### src/rtl/uart_tx_fifo.sv
// 8N1 UART transmitter fed by a small byte FIFO; bytes are pushed on rising edges of start_i.
// tx_o, tx_done_o and busy_o are registered from the current FSM state, so they lag it by one cycle.
module uart_tx_fifo #(
   parameter int CLKS_PER_BIT = 868,
   parameter int FIFO_DEPTH   = 4
) (
   input  logic       clk,
   input  logic       rst,
   input  logic       start_i,
   input  logic [7:0] data_i,
   output logic       tx_o,
   output logic       busy_o,
   output logic       tx_done_o,
   output logic       fifo_full_o,
   output logic       overflow_o
);

   localparam int BW = $clog2(CLKS_PER_BIT);
   localparam int PW = $clog2(FIFO_DEPTH);
   localparam logic [BW-1:0] BAUD_LAST = BW'(CLKS_PER_BIT - 1);
   localparam logic [PW:0]   CNT_FULL  = (PW+1)'(FIFO_DEPTH);

   typedef enum logic [1:0] {IDLE, START, DATA, STOP} state_t;

   state_t        state_q, state_d;
   logic [BW-1:0] baud_q, baud_d;
   logic [2:0]    idx_q, idx_d;
   logic [7:0]    shreg_q, shreg_d;
   logic [PW-1:0] wr_ptr_q, wr_ptr_d;
   logic [PW-1:0] rd_ptr_q, rd_ptr_d;
   logic [PW:0]   count_q, count_d;
   logic          start_prev_q, start_prev_d;
   logic          tx_q, tx_d;
   logic          busy_q, busy_d;
   logic          tx_done_q, tx_done_d;
   logic          overflow_q, overflow_d;
   logic [7:0]    mem_q [FIFO_DEPTH];

   logic strobe, pop, push, baud_last, fifo_empty, fifo_full;

   always_comb begin
      // NOTE: every signal gets a default first so no path through the block can infer a latch.
      state_d      = state_q;
      baud_d       = baud_q;
      idx_d        = idx_q;
      shreg_d      = shreg_q;
      wr_ptr_d     = wr_ptr_q;
      rd_ptr_d     = rd_ptr_q;
      count_d      = count_q;
      start_prev_d = start_i;

      strobe     = start_i & ~start_prev_q;
      fifo_empty = (count_q == '0);
      fifo_full  = (count_q == CNT_FULL);
      baud_last  = (baud_q == BAUD_LAST);
      pop        = (state_q == IDLE) && !fifo_empty;
      // A full FIFO still accepts a byte when the head leaves in the same cycle.
      push       = strobe && (!fifo_full || pop);
      overflow_d = overflow_q | (strobe & ~push);

      if (push) wr_ptr_d = wr_ptr_q + PW'(1);
      if (pop)  rd_ptr_d = rd_ptr_q + PW'(1);
      case ({push, pop})
         2'b10:   count_d = count_q + (PW+1)'(1);
         2'b01:   count_d = count_q - (PW+1)'(1);
         default: count_d = count_q;
      endcase

      if (state_q != IDLE) baud_d = baud_last ? '0 : baud_q + BW'(1);

      case (state_q)
         IDLE: begin
            if (pop) begin
               shreg_d = mem_q[rd_ptr_q];
               baud_d  = '0;
               state_d = START;
            end
         end
         START: begin
            if (baud_last) begin
               idx_d   = 3'd0;
               state_d = DATA;
            end
         end
         DATA: begin
            if (baud_last) begin
               shreg_d = {1'b0, shreg_q[7:1]};
               if (idx_q == 3'd7) state_d = STOP;
               else               idx_d   = idx_q + 3'd1;
            end
         end
         STOP: begin
            if (baud_last) state_d = IDLE;
         end
         default: state_d = IDLE;
      endcase

      tx_d      = (state_q == START) ? 1'b0 : (state_q == DATA) ? shreg_q[0] : 1'b1;
      tx_done_d = (state_q == STOP) && baud_last;
      busy_d    = (state_q != IDLE) || !fifo_empty;
   end

   // NOTE: sequential state uses non-blocking assignments so all flops update together at the edge.
   always_ff @(posedge clk) begin
      if (rst) begin
         state_q      <= IDLE;
         baud_q       <= '0;
         idx_q        <= '0;
         shreg_q      <= '0;
         wr_ptr_q     <= '0;
         rd_ptr_q     <= '0;
         count_q      <= '0;
         start_prev_q <= 1'b0;
         tx_q         <= 1'b1;
         busy_q       <= 1'b0;
         tx_done_q    <= 1'b0;
         overflow_q   <= 1'b0;
      end else begin
         state_q      <= state_d;
         baud_q       <= baud_d;
         idx_q        <= idx_d;
         shreg_q      <= shreg_d;
         wr_ptr_q     <= wr_ptr_d;
         rd_ptr_q     <= rd_ptr_d;
         count_q      <= count_d;
         start_prev_q <= start_prev_d;
         tx_q         <= tx_d;
         busy_q       <= busy_d;
         tx_done_q    <= tx_done_d;
         overflow_q   <= overflow_d;
      end
   end

   // NOTE: storage is not reset; the pointers and count alone define which entries are valid.
   always_ff @(posedge clk) begin
      if (push) mem_q[wr_ptr_q] <= data_i;
   end

   assign tx_o        = tx_q;
   assign busy_o      = busy_q;
   assign tx_done_o   = tx_done_q;
   assign fifo_full_o = fifo_full;
   assign overflow_o  = overflow_q;

endmodule

### config.mk
export PLATFORM = sky130hd
export DESIGN_NAME = uart_tx_fifo
export DESIGN_NICKNAME = d
export VERILOG_FILES = /design/src/rtl/uart_tx_fifo.sv
export SDC_FILE = /design/constraint.sdc
export NUM_CORES = 1
export LEC_CHECK = 0
export BUFFER_PORTS_ARGS = -buffer_cell sky130_fd_sc_hd__buf_2
export CORE_ASPECT_RATIO = 0.75
export CORE_MARGIN = 2
export CORE_UTILIZATION = 40
export DETAILED_ROUTE_END_ITERATION = 12
export SLEW_MARGIN = 20
export SYNTH_ARGS = -nofsm -noshare
export SYNTH_HDL_FRONTEND = slang
export SYNTH_SLANG_ARGS = --single-unit
### constraint.sdc
create_clock -name clk -period 2.1 [get_ports clk]
set_input_delay 0.315 -clock clk [delete_from_list [all_inputs] [get_ports clk]]
set_output_delay 0.315 -clock clk [all_outputs]
set_load 0.02 [all_outputs]
## Yosys cells after proc, flatten, opt, wreduce, memory -nomap -nowiden

Memories as Yosys holds them, arrays and structs flattened. A register that Yosys moved wholly into a read port is not among the register bits.
Cells that the tools add are included.

- Flip-flop bits (word level): 35
- RAM bits: 32
- Bits of input ports: 11
- Output and inout bits: 5
- Word-level logic and storage cells: 78
- Memories kept: 1

Memories:

| name | depth | width | rd ports | clocked after Yosys merged registers in | wr ports | line | source |
|---|---|---|---|---|---|---|---|
| mem_q | 4 | 8 | 1 | 1 | 1 | 37 | `logic [7:0] mem_q [FIFO_DEPTH];` |

- Add/subtract/negate cells: 6
- Equality and inequality tests: 14
- Mux-type cells: 24
- Bitwise logic cells: 5
- Reduce and logical (&&, ||, !) cells: 16

Operator list:

| cell | count |
|---|---|
| $mux 10 | 4 |
| $mux 8 | 2 |
| $pmux 8 s2 | 1 |
| $mux 2 | 7 |
| $ne 2x2->1 const B | 6 |
| $pmux 3 s2 | 2 |
| $add 10x1->10 const B | 1 |
| $eq 10x10->1 const B | 1 |
| $mux 3 | 3 |
| $pmux 2 s4 | 1 |
| $reduce_bool 2->1 | 4 |
| $add 3x1->3 const B | 2 |
| $eq 2x2->1 const B | 3 |
| $eq 3x3->1 const B | 2 |
| $reduce_and 5->1 | 1 |
| $add 2x1->2 const B | 2 |
| $eq 2x1->1 const B | 2 |
| $mux 1 | 4 |
| $reduce_and 4->1 | 1 |
| $logic_and 1x1->1 | 3 |
| $logic_not 3->1 | 1 |
| $reduce_and 3->1 | 1 |
| $sub 3x1->3 const B | 1 |
| $and 1x1->1 | 2 |
| other kinds (5) | 8 |

## Logic depth before layout (Yosys ltp)

Gate-level depths: netlist of the first run.

- Depth after elaboration: 8
- Mapped depth: 9
- Depth with buffers taken out: 8

## Least setup slack after synthesis of the first run

No wires, ideal clock.

- Path kind: register to register
- Start: register state_q[0]
- End: register count_q[2]
- Library setup time: 0.121 ns
- Arrival time: 1.973 ns
- Required time: 1.979 ns
- Slack: 0.006 ns
- Cell stages (with the launch flop): 10
- Buffers on the path: 1
- Period minus slack after synthesis: 2.094 ns
- Cells stage by stage: dfxtp_1 inv_1 ha_1 buf_2 o31ai_1 nor2_1 fa_1 nor3_1 a31oi_1 mux2_2

- Longest elaborated chain between the ends: 6
- Elaborated cells on any way between the ends: 8
- Classes of those cells: eq/ne: 2; mux: 1; reduce/logical: 5

RTL lines:

| element | line | source |
|---|---|---|
| from (decl) | 25 | `state_t state_q, state_d;` |
| from (signal assigned) | 119 | `state_q <= state_d;` |
| $logic_not 2->1 * | 56 | `pop = (state_q == IDLE) && !fifo_empty;` |
| $logic_and 1x1->1 * | 56 |  |
| $logic_or 1x1->1 | 58 | `push = strobe && (!fifo_full \|\| pop);` |
| $logic_and 1x1->1 | 58 |  |
| $eq 2x1->1 or $eq 2x2->1 (tied branches) | 63 | `case ({push, pop})` |
| $pmux 3 s2 or $reduce_bool 2->1 (tied branches) | n/a |  |
| to (signal assigned) | 125 | `count_q <= count_d;` |
| to (decl) | 31 | `logic [PW:0] count_q, count_d;` |

Every way passes the cells marked *; elsewhere a longest branch is shown, timed or not.
A chain may end at the register's enable or synchronous reset.

## Final worst setup path of the first run

Ends and elaborated chain as after synthesis.

==> results of run 1 <==
-- logic make-up (layout without fill, tap and decap cells) --
logic type	count (synthesis)	after routing	synth area share (%)
xor+xnor	5	5	1.42
flops	69	69	55.0
buf+inv	22	56	3.20
simple gates	78	78	15.1
fa+ha+maj	12	12	5.10
mux	22	22	10.5
compound gates	46	46	9.63
-- per-stage QoR --
stage	cell area (µm²)	hold slack (ns)
2_1_floorplan	3090	0.414
3_3_place_gp	3350	0.450
3_5_place_dp	3350	0.457
4_1_cts	3570	0.165
5_1_grt	3590	0.180
6_report	3590	0.187
-- critical path, cell delays in order, from the launching register on --
cell	delay (ns)
dfxtp_1	0.37
inv_1	0.10
ha_2	0.22
o31ai_1	0.09
nor2_1	0.12
fa_1	0.39
nor3_1	0.19
a31oi_1	0.07
mux2_2	0.28
-- registers in the layout (all words and copies together), names as in the netlist, named ones only --
signal and count:
baud_q 10, busy_o 1, count_q 3, idx_q 3
mem_q 32, overflow_o 1, rd_ptr_q 2, shreg_q 8
start_prev_q 1, state_q 2, tx_done_o 1, tx_o 1
wr_ptr_q 2
-- area by class of cell --
class | instances | area [µm²] | area share (%)
Clock buffer | 10 | 128 | 3.55
Clock inverter | 6 | 87.6 | 2.44
Inverter | 8 | 30.0 | 0.835
Multi-Input combinational cell | 163 | 1320 | 36.7
Sequential cell | 69 | 1700 | 47.3
Tap cell | 101 | 126 | 3.52
Timing Repair Buffer | 32 | 203 | 5.64
-- cell usage in the layout (no fill, tap or decap), types with 2 or more instances in the layout --
master      n
nand2_1     9
a2bb2oi_1   2
a21oi_1    16
nand3_1     6
o211ai_1    2
buf_2      15
mux2_2      3
clkbuf_8    9
inv_1       8
xnor2_1     4
nor3_1      2
edfxtp_1   32
buf_4      17
nor2_1     17
clkinv_4    2
nor2b_1     9
o21ai_0    12
or3_1      10
nor3b_1     3
nand2b_1    5
a31oi_1     2
o31ai_1     2
dfxtp_1    37
clkinv_2    2
nor4b_2     2
and4_2      2
bufinv_16   2
mux2i_1    11
and2_2      4
mux4_2      8
ha_1       10
-- repair_timing --
item | CTS | global route
setup endpoints to repair | 7 | 40
pin swaps | 0 | 0
gates resized for setup | 1 | 7
-- how the worst max path moves through the flow --
stage	startpoint	endpoint
2_1_floorplan	state_q[0]$_SDFFE_PP0P_	count_q[2]$_SDFFE_PP0P_
3_3_place_gp	state_q[0]$_SDFFE_PP0P_	mem_q[3][6]$_DFFE_PP_
3_5_place_dp	state_q[0]$_SDFFE_PP0P_	mem_q[3][6]$_DFFE_PP_
4_1_cts	state_q[0]$_SDFFE_PP0P_	mem_q[2][5]$_DFFE_PP_
5_1_grt	baud_q[0]$_SDFF_PP0_	shreg_q[4]$_SDFFE_PP0P_
6_report	state_q[0]$_SDFFE_PP0P_	count_q[2]$_SDFFE_PP0P_
-- power by group --
group / leakage [nW] / internal, mW / switching (mW)
sequential: 0.594 / 1.61 / 0.141
combinational: 0.581 / 0.652 / 0.667
clock: 0.110 / 0.669 / 0.496
total: 1.29 / 2.93 / 1.30
-- layer usage --
| metal | GRT usage, % | routed length (µm) |
|---|---|---|
| met1 | 20.7 | 2950 |
| met2 | 18.9 | 2250 |
| met3 | 5.03 | 221 |
| met4 | 4.74 | 76 |
| met5 | 0 | 0 |
==> run_results.csv, run 1 <==
group,metric,value,unit
status,status,"completed",
timing,setup_viol,0,
clock_tree,cts_buffer_depth,2,
global_route,grt_max_degree,40,
worst_setup_path,crit_type,"flop to flop",
clock_tree,cts_tree,"yes",
drt,drc,0,
cells_and_area,syn2layout_area_growth,16.3,%
global_route,grt_pass1_wl,9080,µm
place,dpl.cell_count,373,
yosys,synth.cell_area,3090,µm²
yosys,yosys_warnings,0,
cells_and_area,utilization,48.4,%
global_route,antenna_found_initial,0,
yosys,syn_inst,254,
drt,wl,5490,µm
timing,fin_tns_setup,0,ns
worst_hold_path,hold_end,"mem_q[0][3]$_DFFE_PP_",
timing,post-route-min-period,1.95,ns
drt,vias,1962,
cells_and_area,drive_above_1_share,25.7,%
worst_setup_path,cp-start-kind,"flop",
place,place.gp.congestion,0.754,
worst_setup_path,critPathArrivalTime,2.18,ns
yosys,synth.most_common_cell,"dfxtp_1",
place,port_buffers,15,
worst_hold_path,hold_depth,1,
floorplan,die_w,106,µm
worst_setup_path,end_kind,"flop",
timing,timing_hold_violations_final,0,
global_route,grt_overflow,0,
clock_tree,htree_num_levels,3,
clock_tree,cts_root_buf,"clkbuf_8",
timing,worstMarginPinSlew,0.483,ns
power_and_ir_drop,power,4.24,mW
timing,maxSlewHeadroom,67.5,%
power_and_ir_drop,power_density,1180,nW/µm²
clock_tree,postCtsHoldBufs,0,
floorplan,rows,27,
worst_setup_path,cp_max_fo,4,
timing,finalCritPeriodShare,93.0,%
cells_and_area,nNetsFinal,306,
drt,routedWlPerCell,14.1,µm
worst_hold_path,min_from,"data_i[3]",
clock_tree,cts_buffers,9,
worst_setup_path,r2r_end,"count_q[2]$_SDFFE_PP0P_",
clock_tree,clk_pin_slew_worst_paths,0.07,ns
timing,max_freq,512,MHz
drt,initialDrtViolationCount,86,
worst_setup_path,r2r_slack,0.15,ns
clock_tree,cts_sinks,69,
yosys,synth_seq_area_share,55.0,%
floorplan,initial_core_util,41.6,%
worst_hold_path,hold_class,"primary input to flop",
floorplan,top_level_ports,16,
clock_tree,cts_setup_buffers,0,
yosys,synth_ff_type,"dfxtp_1",
flow_run,drv_cap,0,
cells_and_area,finalNonFillerCells,389,
floorplan,core,7430,µm²
drt,first_pass_iters,4,
yosys,async_reset_ff_share,0,%
drt,viasPerCell,5.04,
yosys,ys_types,52,
worst_setup_path,cp.required,2.33,ns
floorplan,fp.dieH,80.1,µm
power_and_ir_drop,leakage,1.29,nW
yosys,synth_edf_count,32,
yosys,syn_nets,277,
timing,rsz0062_at_grt,"yes",
timing,fin_skew,0.00860,ns
global_route,grt_pass1_vias,1769,
clock_tree,clock_latency,0.34,ns
timing,fin_ws,0.148,ns
yosys,yosys_register_bits,69,
cells_and_area,n_fill_cell,678,
yosys,ys_top_cells_by_count,"37 x dfxtp_1, 32 x edfxtp_1, 17 x nor2_1, 16 x a21oi_1, 12 x o21ai_0",
yosys,synth_top_area_share,31.1,%
place,dpl.hpwl,3800,µm
place,detailedPlace.worstSlack,0.0105,ns
yosys,synth_top_area_cell,"edfxtp_1",
yosys,synthTopCellsByArea,"edfxtp_1 31%, dfxtp_1 24%, mux4_2 5.8%, ha_1 4.5%, mux2i_1 3.6%",
global_route,track_usage,14.1,%
power_and_ir_drop,irDropWorstVdd,0.645,mV
worst_setup_path,reg2reg_depth,8,
yosys,syn_avg_cell_area,12.2,µm²
timing,slew_viol_final,0,
cells_and_area,antenna_cells,0,
floorplan,die-area,8460,µm²
drt,postRouteAntennaNets,0,
worst_setup_path,r2r_start,"state_q[0]$_SDFFE_PP0P_",
Power figures use the tool's default switching activity.
==> run 2, diff against run 1 <==
--- a/config.mk
+++ b/config.mk
@@ -10,6 +10,7 @@
 export CORE_MARGIN = 2
 export CORE_UTILIZATION = 40
 export DETAILED_ROUTE_END_ITERATION = 12
+export RECOVER_POWER = 25
 export SLEW_MARGIN = 20
 export SYNTH_ARGS = -nofsm -noshare
 export SYNTH_HDL_FRONTEND = slang
==> run 2 against run 1 <==
Compared with the run above: via count grew 0.31%; maximum frequency is 0.13% lower; routed wire length fell by 0.89%; sequential power about the same; global-route usage stayed put; combinational power about the same; first-iteration DRC count fell by 3.5%; non-clock buffer count unchanged; clock-buffer cell count unchanged; cell count did not move; die area is the same; largest cell class unchanged; highest routed layer unchanged.
==> run_results.csv, run 2 (synthesized netlist as in run 1, its figures left out) <==
group,metric,value,unit
power_and_ir_drop,power_density,1180,nW/µm²
place,dpl.cell_count,373,
drt,dr_wl_met3,261,µm
global_route,grt_max_degree,40,
drt,wl_met2,2240,µm
timing,setup_viol,0,
cells_and_area,regMostFlops,"mem_q",
cells_and_area,drive_above_1_share,23.3,%
drt,routedWlPerCell,14.0,µm
worst_setup_path,r2r_slack,0.15,ns
floorplan,core,7430,µm²
floorplan,initial_core_util,41.6,%
timing,post-route-min-period,1.95,ns
cells_and_area,largest_reg_flops,32,
clock_tree,cts_root_buf,"clkbuf_8",
worst_setup_path,crit_path_max_incr_delay,0.39,ns
power_and_ir_drop,irDropWorstVdd,0.645,mV
drt,drc,0,
worst_setup_path,cp.required,2.33,ns
drt,wl,5440,µm
cells_and_area,multi_input_area,1320,µm²
worst_setup_path,reg2reg_depth,8,
place,dpl.hpwl,3800,µm
timing,slew_viol_final,0,
drt,first_pass_iters,4,
clock_tree,cts_buffers,9,
status,status,"completed",
global_route,grt_pass1_wl,9080,µm
clock_tree,cts_sinks,69,
timing,max_freq,512,MHz
worst_setup_path,cp-start-kind,"flop",
clock_tree,cts_buffer_depth,2,
drt,initialDrtViolationCount,83,
global_route,grt_overflow,0,
global_route,antenna_found_initial,0,
clock_tree,cts_tree,"yes",
worst_hold_path,hold_depth,1,
worst_setup_path,r2r_end,"count_q[2]$_SDFFE_PP0P_",
clock_tree,clk_pin_slew_worst_paths,0.08,ns
place,detailedPlace.worstSlack,0.0105,ns
place,place.gp.congestion,0.754,
drt,viasPerCell,5.06,
worst_setup_path,crit_type,"flop to flop",
cells_and_area,antenna_cells,0,
worst_setup_path,path_buf_inv,1,
global_route,grt_pass1_vias,1769,
worst_setup_path,critPathArrivalTime,2.19,ns
worst_setup_path,critical_path.cell_chain,"inv_1 > ha_2 > o31ai_1 > nor2_1 > fa_1 > nor3_1 > a31oi_1 > mux2_2",
worst_setup_path,cpLargestDelayFamily,"adder cells",
drt,top_layer,"met4",
timing,timing_hold_violations_final,0,
worst_setup_path,crit_slowest_cell,"fa_1",
cells_and_area,syn2layout_area_growth,16.0,%
clock_tree,htree_num_levels,3,
clock_tree,postCtsHoldBufs,0,
floorplan,die-area,8460,µm²
drt,wl_met1,2870,µm
floorplan,fp.dieH,80.1,µm
drt,vias,1968,
cells_and_area,n_fill_cell,679,
timing,fin_skew,0.00824,ns
cells_and_area,largestRegisters,"mem_q x32, baud_q x10, shreg_q x8",
cells_and_area,finalNonFillerCells,389,
timing,maxSlewHeadroom,67.4,%
floorplan,rows,27,
flow_run,drv_cap,0,
cells_and_area,nNetsFinal,306,
worst_hold_path,hold_end,"mem_q[3][5]$_DFFE_PP_",
cells_and_area,regArea,1700,µm²
timing,finalCritPeriodShare,93.1,%
worst_hold_path,hold_class,"primary input to flop",
worst_setup_path,end_kind,"flop",
cells_and_area,final_common_cell,"dfxtp_1",
timing,fin_ws,0.145,ns
place,port_buffers,15,
timing,worstMarginPinSlew,0.484,ns
worst_setup_path,cp_max_fo,4,
global_route,track_usage,14.1,%
floorplan,die_w,106,µm
drt,postRouteAntennaNets,0,
cells_and_area,final_cell_mix,"37 x dfxtp_1, 32 x edfxtp_1, 17 x nor2_1, 17 x buf_4, 16 x a21oi_1",
worst_setup_path,r2r_start,"state_q[0]$_SDFFE_PP0P_",
power_and_ir_drop,leakage,1.27,nW
clock_tree,clock_latency,0.34,ns
worst_hold_path,min_from,"data_i[5]",
timing,fin_tns_setup,0,ns
floorplan,top_level_ports,16,
timing,rsz0062_at_grt,"yes",
## run 2: report_power, final
group	internal, mW	switching, mW	leakage, nW
Combinational	0.650	0.665	0.561
Sequential	1.61	0.140	0.594
Clock	0.669	0.493	0.110
## run 2: cell type report
type / count / share of cell area [%]
Timing Repair Buffer: 32 / 5.41
Clock buffer: 10 / 3.56
Clock inverter: 6 / 2.44
Tap cell: 101 / 3.52
Sequential cell: 69 / 47.5
Inverter: 8 / 0.837
Multi-Input combinational cell: 163 / 36.8
## run 2: layer usage
layer  vias up  track usage, %
met3         8            5.03
met2        38            18.9
met5         -               0
li1        990               -
met1       932            20.7
met4         0            4.74
## run 2: through the flow
step / cell area, µm² / util (%) / hold slack [ns] / total power, mW
after floorplan: 3090 / - / 0.414 / 2.69
after global placement: 3350 / 45.1 / 0.450 / 3.07
after detailed placement: 3350 / 45.1 / 0.457 / 3.10
after CTS: 3570 / 48.0 / 0.165 / 4.28
after global routing: 3590 / 48.2 / 0.205 / 4.50
final: 3590 / 48.2 / 0.192 / 4.23
## run 2: worst max path at each step
stage	from	to	slack [ns]	cells past startpoint
global route	baud_q[0]$_SDFF_PP0_	shreg_q[4]$_SDFFE_PP0P_	0.008	6
global placement	state_q[0]$_SDFFE_PP0P_	mem_q[3][6]$_DFFE_PP_	0.09	5
CTS	state_q[0]$_SDFFE_PP0P_	mem_q[2][5]$_DFFE_PP_	0.01	5
floorplan	state_q[0]$_SDFFE_PP0P_	count_q[2]$_SDFFE_PP0P_	0.006	9
finish	state_q[0]$_SDFFE_PP0P_	count_q[2]$_SDFFE_PP0P_	0.15	8
detailed placement	state_q[0]$_SDFFE_PP0P_	mem_q[3][6]$_DFFE_PP_	0.01	5
## run 2: what timing repair did
| item | 4_1_cts | 5_1_grt |
|---|---|---|
| resized for setup | 1 | 7 |
| hold endpoints to repair | 0 | 0 |
| setup buffers | 0 | 0 |
| endpoints found under the setup margin | 7 | 40 |
==> run 3, diff against run 2 <==
--- a/config.mk
+++ b/config.mk
@@ -8,7 +8,7 @@
 export BUFFER_PORTS_ARGS = -buffer_cell sky130_fd_sc_hd__buf_2
 export CORE_ASPECT_RATIO = 0.75
 export CORE_MARGIN = 2
-export CORE_UTILIZATION = 40
+export CORE_UTILIZATION = 45
 export DETAILED_ROUTE_END_ITERATION = 12
 export RECOVER_POWER = 25
 export SLEW_MARGIN = 20
==> run 3 against run 2 <==
Compared with the run above: non-clock buffer count down 3; power up 3.3%; via count up 0.25%; critical endpoint unchanged; flip-flop and latch count unchanged; global-route usage up 1.4 points; routed wire length down 1.9%; die area down 11%; clock skew up 0.0017 ns; cell count down 5.1%; worst hold slack better by 0.0067 ns; highest routed layer unchanged; clock-buffer cell count unchanged.
==> run_results.csv, run 3 (synthesized netlist as in run 1, its figures left out) <==
group,metric,value,unit
worst_hold_path,hold_depth,1,
clock_tree,cts_buffer_depth,2,
drt,drc,0,
cells_and_area,largestRegisters,"mem_q x32, baud_q x10, shreg_q x8",
drt,viasPerCell,5.35,
timing,maxSlewHeadroom,47.5,%
cells_and_area,utilization,53.0,%
floorplan,die-area,7560,µm²
drt,vias,1973,
timing,post-route-min-period,1.97,ns
place,port_buffers,15,
clock_tree,cts_tree,"yes",
drt,postRouteAntennaNets,0,
worst_setup_path,cp_max_fo,3,
flow_run,drv_cap,0,
timing,fin_skew,0.00990,ns
drt,wl,5340,µm
clock_tree,cts_buffers,9,
worst_setup_path,cp.required,2.34,ns
clock_tree,cts_sinks,69,
place,place.gp.congestion,0.728,
place,dpl.hpwl,3660,µm
clock_tree,postCtsHoldBufs,0,
worst_setup_path,critPathArrivalTime,2.21,ns
drt,initialDrtViolationCount,82,
worst_hold_path,min_from,"data_i[7]",
floorplan,die_w,99.7,µm
global_route,grt_max_degree,27,
worst_setup_path,r2r_start,"state_q[0]$_SDFFE_PP0P_",
floorplan,core,6730,µm²
global_route,track_usage,15.5,%
clock_tree,clock_latency,0.34,ns
status,status,"completed",
cells_and_area,drive_above_1_share,21.8,%
cells_and_area,regArea,1700,µm²
power_and_ir_drop,leakage,1.27,nW
worst_setup_path,r2r_slack,0.13,ns
cells_and_area,nNetsFinal,303,
worst_setup_path,crit_type,"flop to flop",
cells_and_area,antenna_cells,0,
timing,hold_ws,0.199,ns
floorplan,initial_core_util,45.9,%
floorplan,fp.dieH,75.8,µm
timing,fin_tns_setup,0,ns
timing,setup_viol,0,
clock_tree,htree_num_levels,3,
cells_and_area,largest_reg_flops,32,
cells_and_area,multi_input_area,1320,µm²
global_route,grt_overflow,0,
floorplan,top_level_ports,16,
timing,worstMarginPinSlew,0.782,ns
worst_hold_path,hold_class,"primary input to flop",
timing,max_freq,508,MHz
global_route,grt_pass1_vias,1785,
cells_and_area,syn2layout_area_growth,15.5,%
cells_and_area,regMostFlops,"mem_q",
timing,finalCritPeriodShare,93.8,%
worst_setup_path,cp-start-kind,"flop",
place,detailedPlace.worstSlack,0.0623,ns
worst_hold_path,hold_end,"mem_q[3][7]$_DFFE_PP_",
drt,first_pass_iters,4,
global_route,grt_pass1_wl,8830,µm
worst_setup_path,reg2reg_depth,8,
floorplan,rows,26,
clock_tree,clk_pin_slew_worst_paths,0.08,ns
power_and_ir_drop,power_density,1220,nW/µm²
clock_tree,cts_root_buf,"clkbuf_8",
timing,fin_ws,0.131,ns
timing,slew_viol_final,0,
worst_setup_path,end_kind,"flop",
worst_setup_path,r2r_end,"count_q[2]$_SDFFE_PP0P_",
timing,timing_hold_violations_final,0,
power_and_ir_drop,irDropWorstVdd,0.593,mV
drt,routedWlPerCell,14.5,µm
cells_and_area,final_common_cell,"dfxtp_1",
cells_and_area,final_cell_mix,"37 x dfxtp_1, 32 x edfxtp_1, 17 x nor2_1",
cells_and_area,n_fill_cell,585,
clock_tree,cts_setup_buffers,0,
global_route,antenna_found_initial,0,
==> run 3: metal layers <==
layer,wire (µm),track usage [%],part of all wire [%]
met1,2830,22.2,53
met2,2160,21.2,40
met3,253,4.95,4.7
met4,102,7.76,1.9
met5,0,0,0
==> run 3: worst max-delay path, stage by stage, from the launching register on <==
cell     delay [ns]
dfxtp_1        0.37
inv_1          0.10
ha_1           0.25
o31ai_1        0.10
nor2_1         0.11
fa_1           0.41
nor3_2         0.18
a31oi_1        0.06
mux2_2         0.28
==> run 3: cell type report <==
class | count | area share [%]
well taps | 84 | 2.94
flip-flops and latches | 69 | 47.7
multi-input cells | 163 | 37.1
clock inverters | 6 | 3.12
inverters | 8 | 0.841
clock buffers | 10 | 3.57
repair buffers | 29 | 4.80
==> run 3: worst max path at each step <==
stage	start	end	slack, ns	cells past startpoint
floorplan	state_q[0]$_SDFFE_PP0P_	count_q[2]$_SDFFE_PP0P_	0.006	9
global placement	state_q[1]$_SDFFE_PP0P_	count_q[0]$_SDFFE_PP0P_	0.04	6
detailed placement	state_q[0]$_SDFFE_PP0P_	count_q[0]$_SDFFE_PP0P_	0.06	6
CTS	state_q[0]$_SDFFE_PP0P_	count_q[0]$_SDFFE_PP0P_	0.03	6
global route	state_q[0]$_SDFFE_PP0P_	mem_q[1][4]$_DFFE_PP_	-0.003	5
finish	state_q[0]$_SDFFE_PP0P_	count_q[2]$_SDFFE_PP0P_	0.13	8
==> run 3: what timing repair did <==
item / 4_1_cts / 5_1_grt
endpoints found under the setup margin: 0 / 10
endpoints found under the hold margin: 0 / 0
gates resized for setup: 0 / 6
==> run 3: metrics by stage <==
stage	instances	total power [mW]	instance area, µm²
after floorplan	254	2.69	3090
after global placement	353	3.07	3320
after detailed placement	353	3.09	3320
after CTS	369	4.39	3560
after global routing	369	4.62	3570
final	369	4.37	3570
==> run 3: power breakdown <==
part           switching [mW]  internal (mW)
clock network           0.500          0.789
registers               0.144           1.61
logic                   0.669          0.654
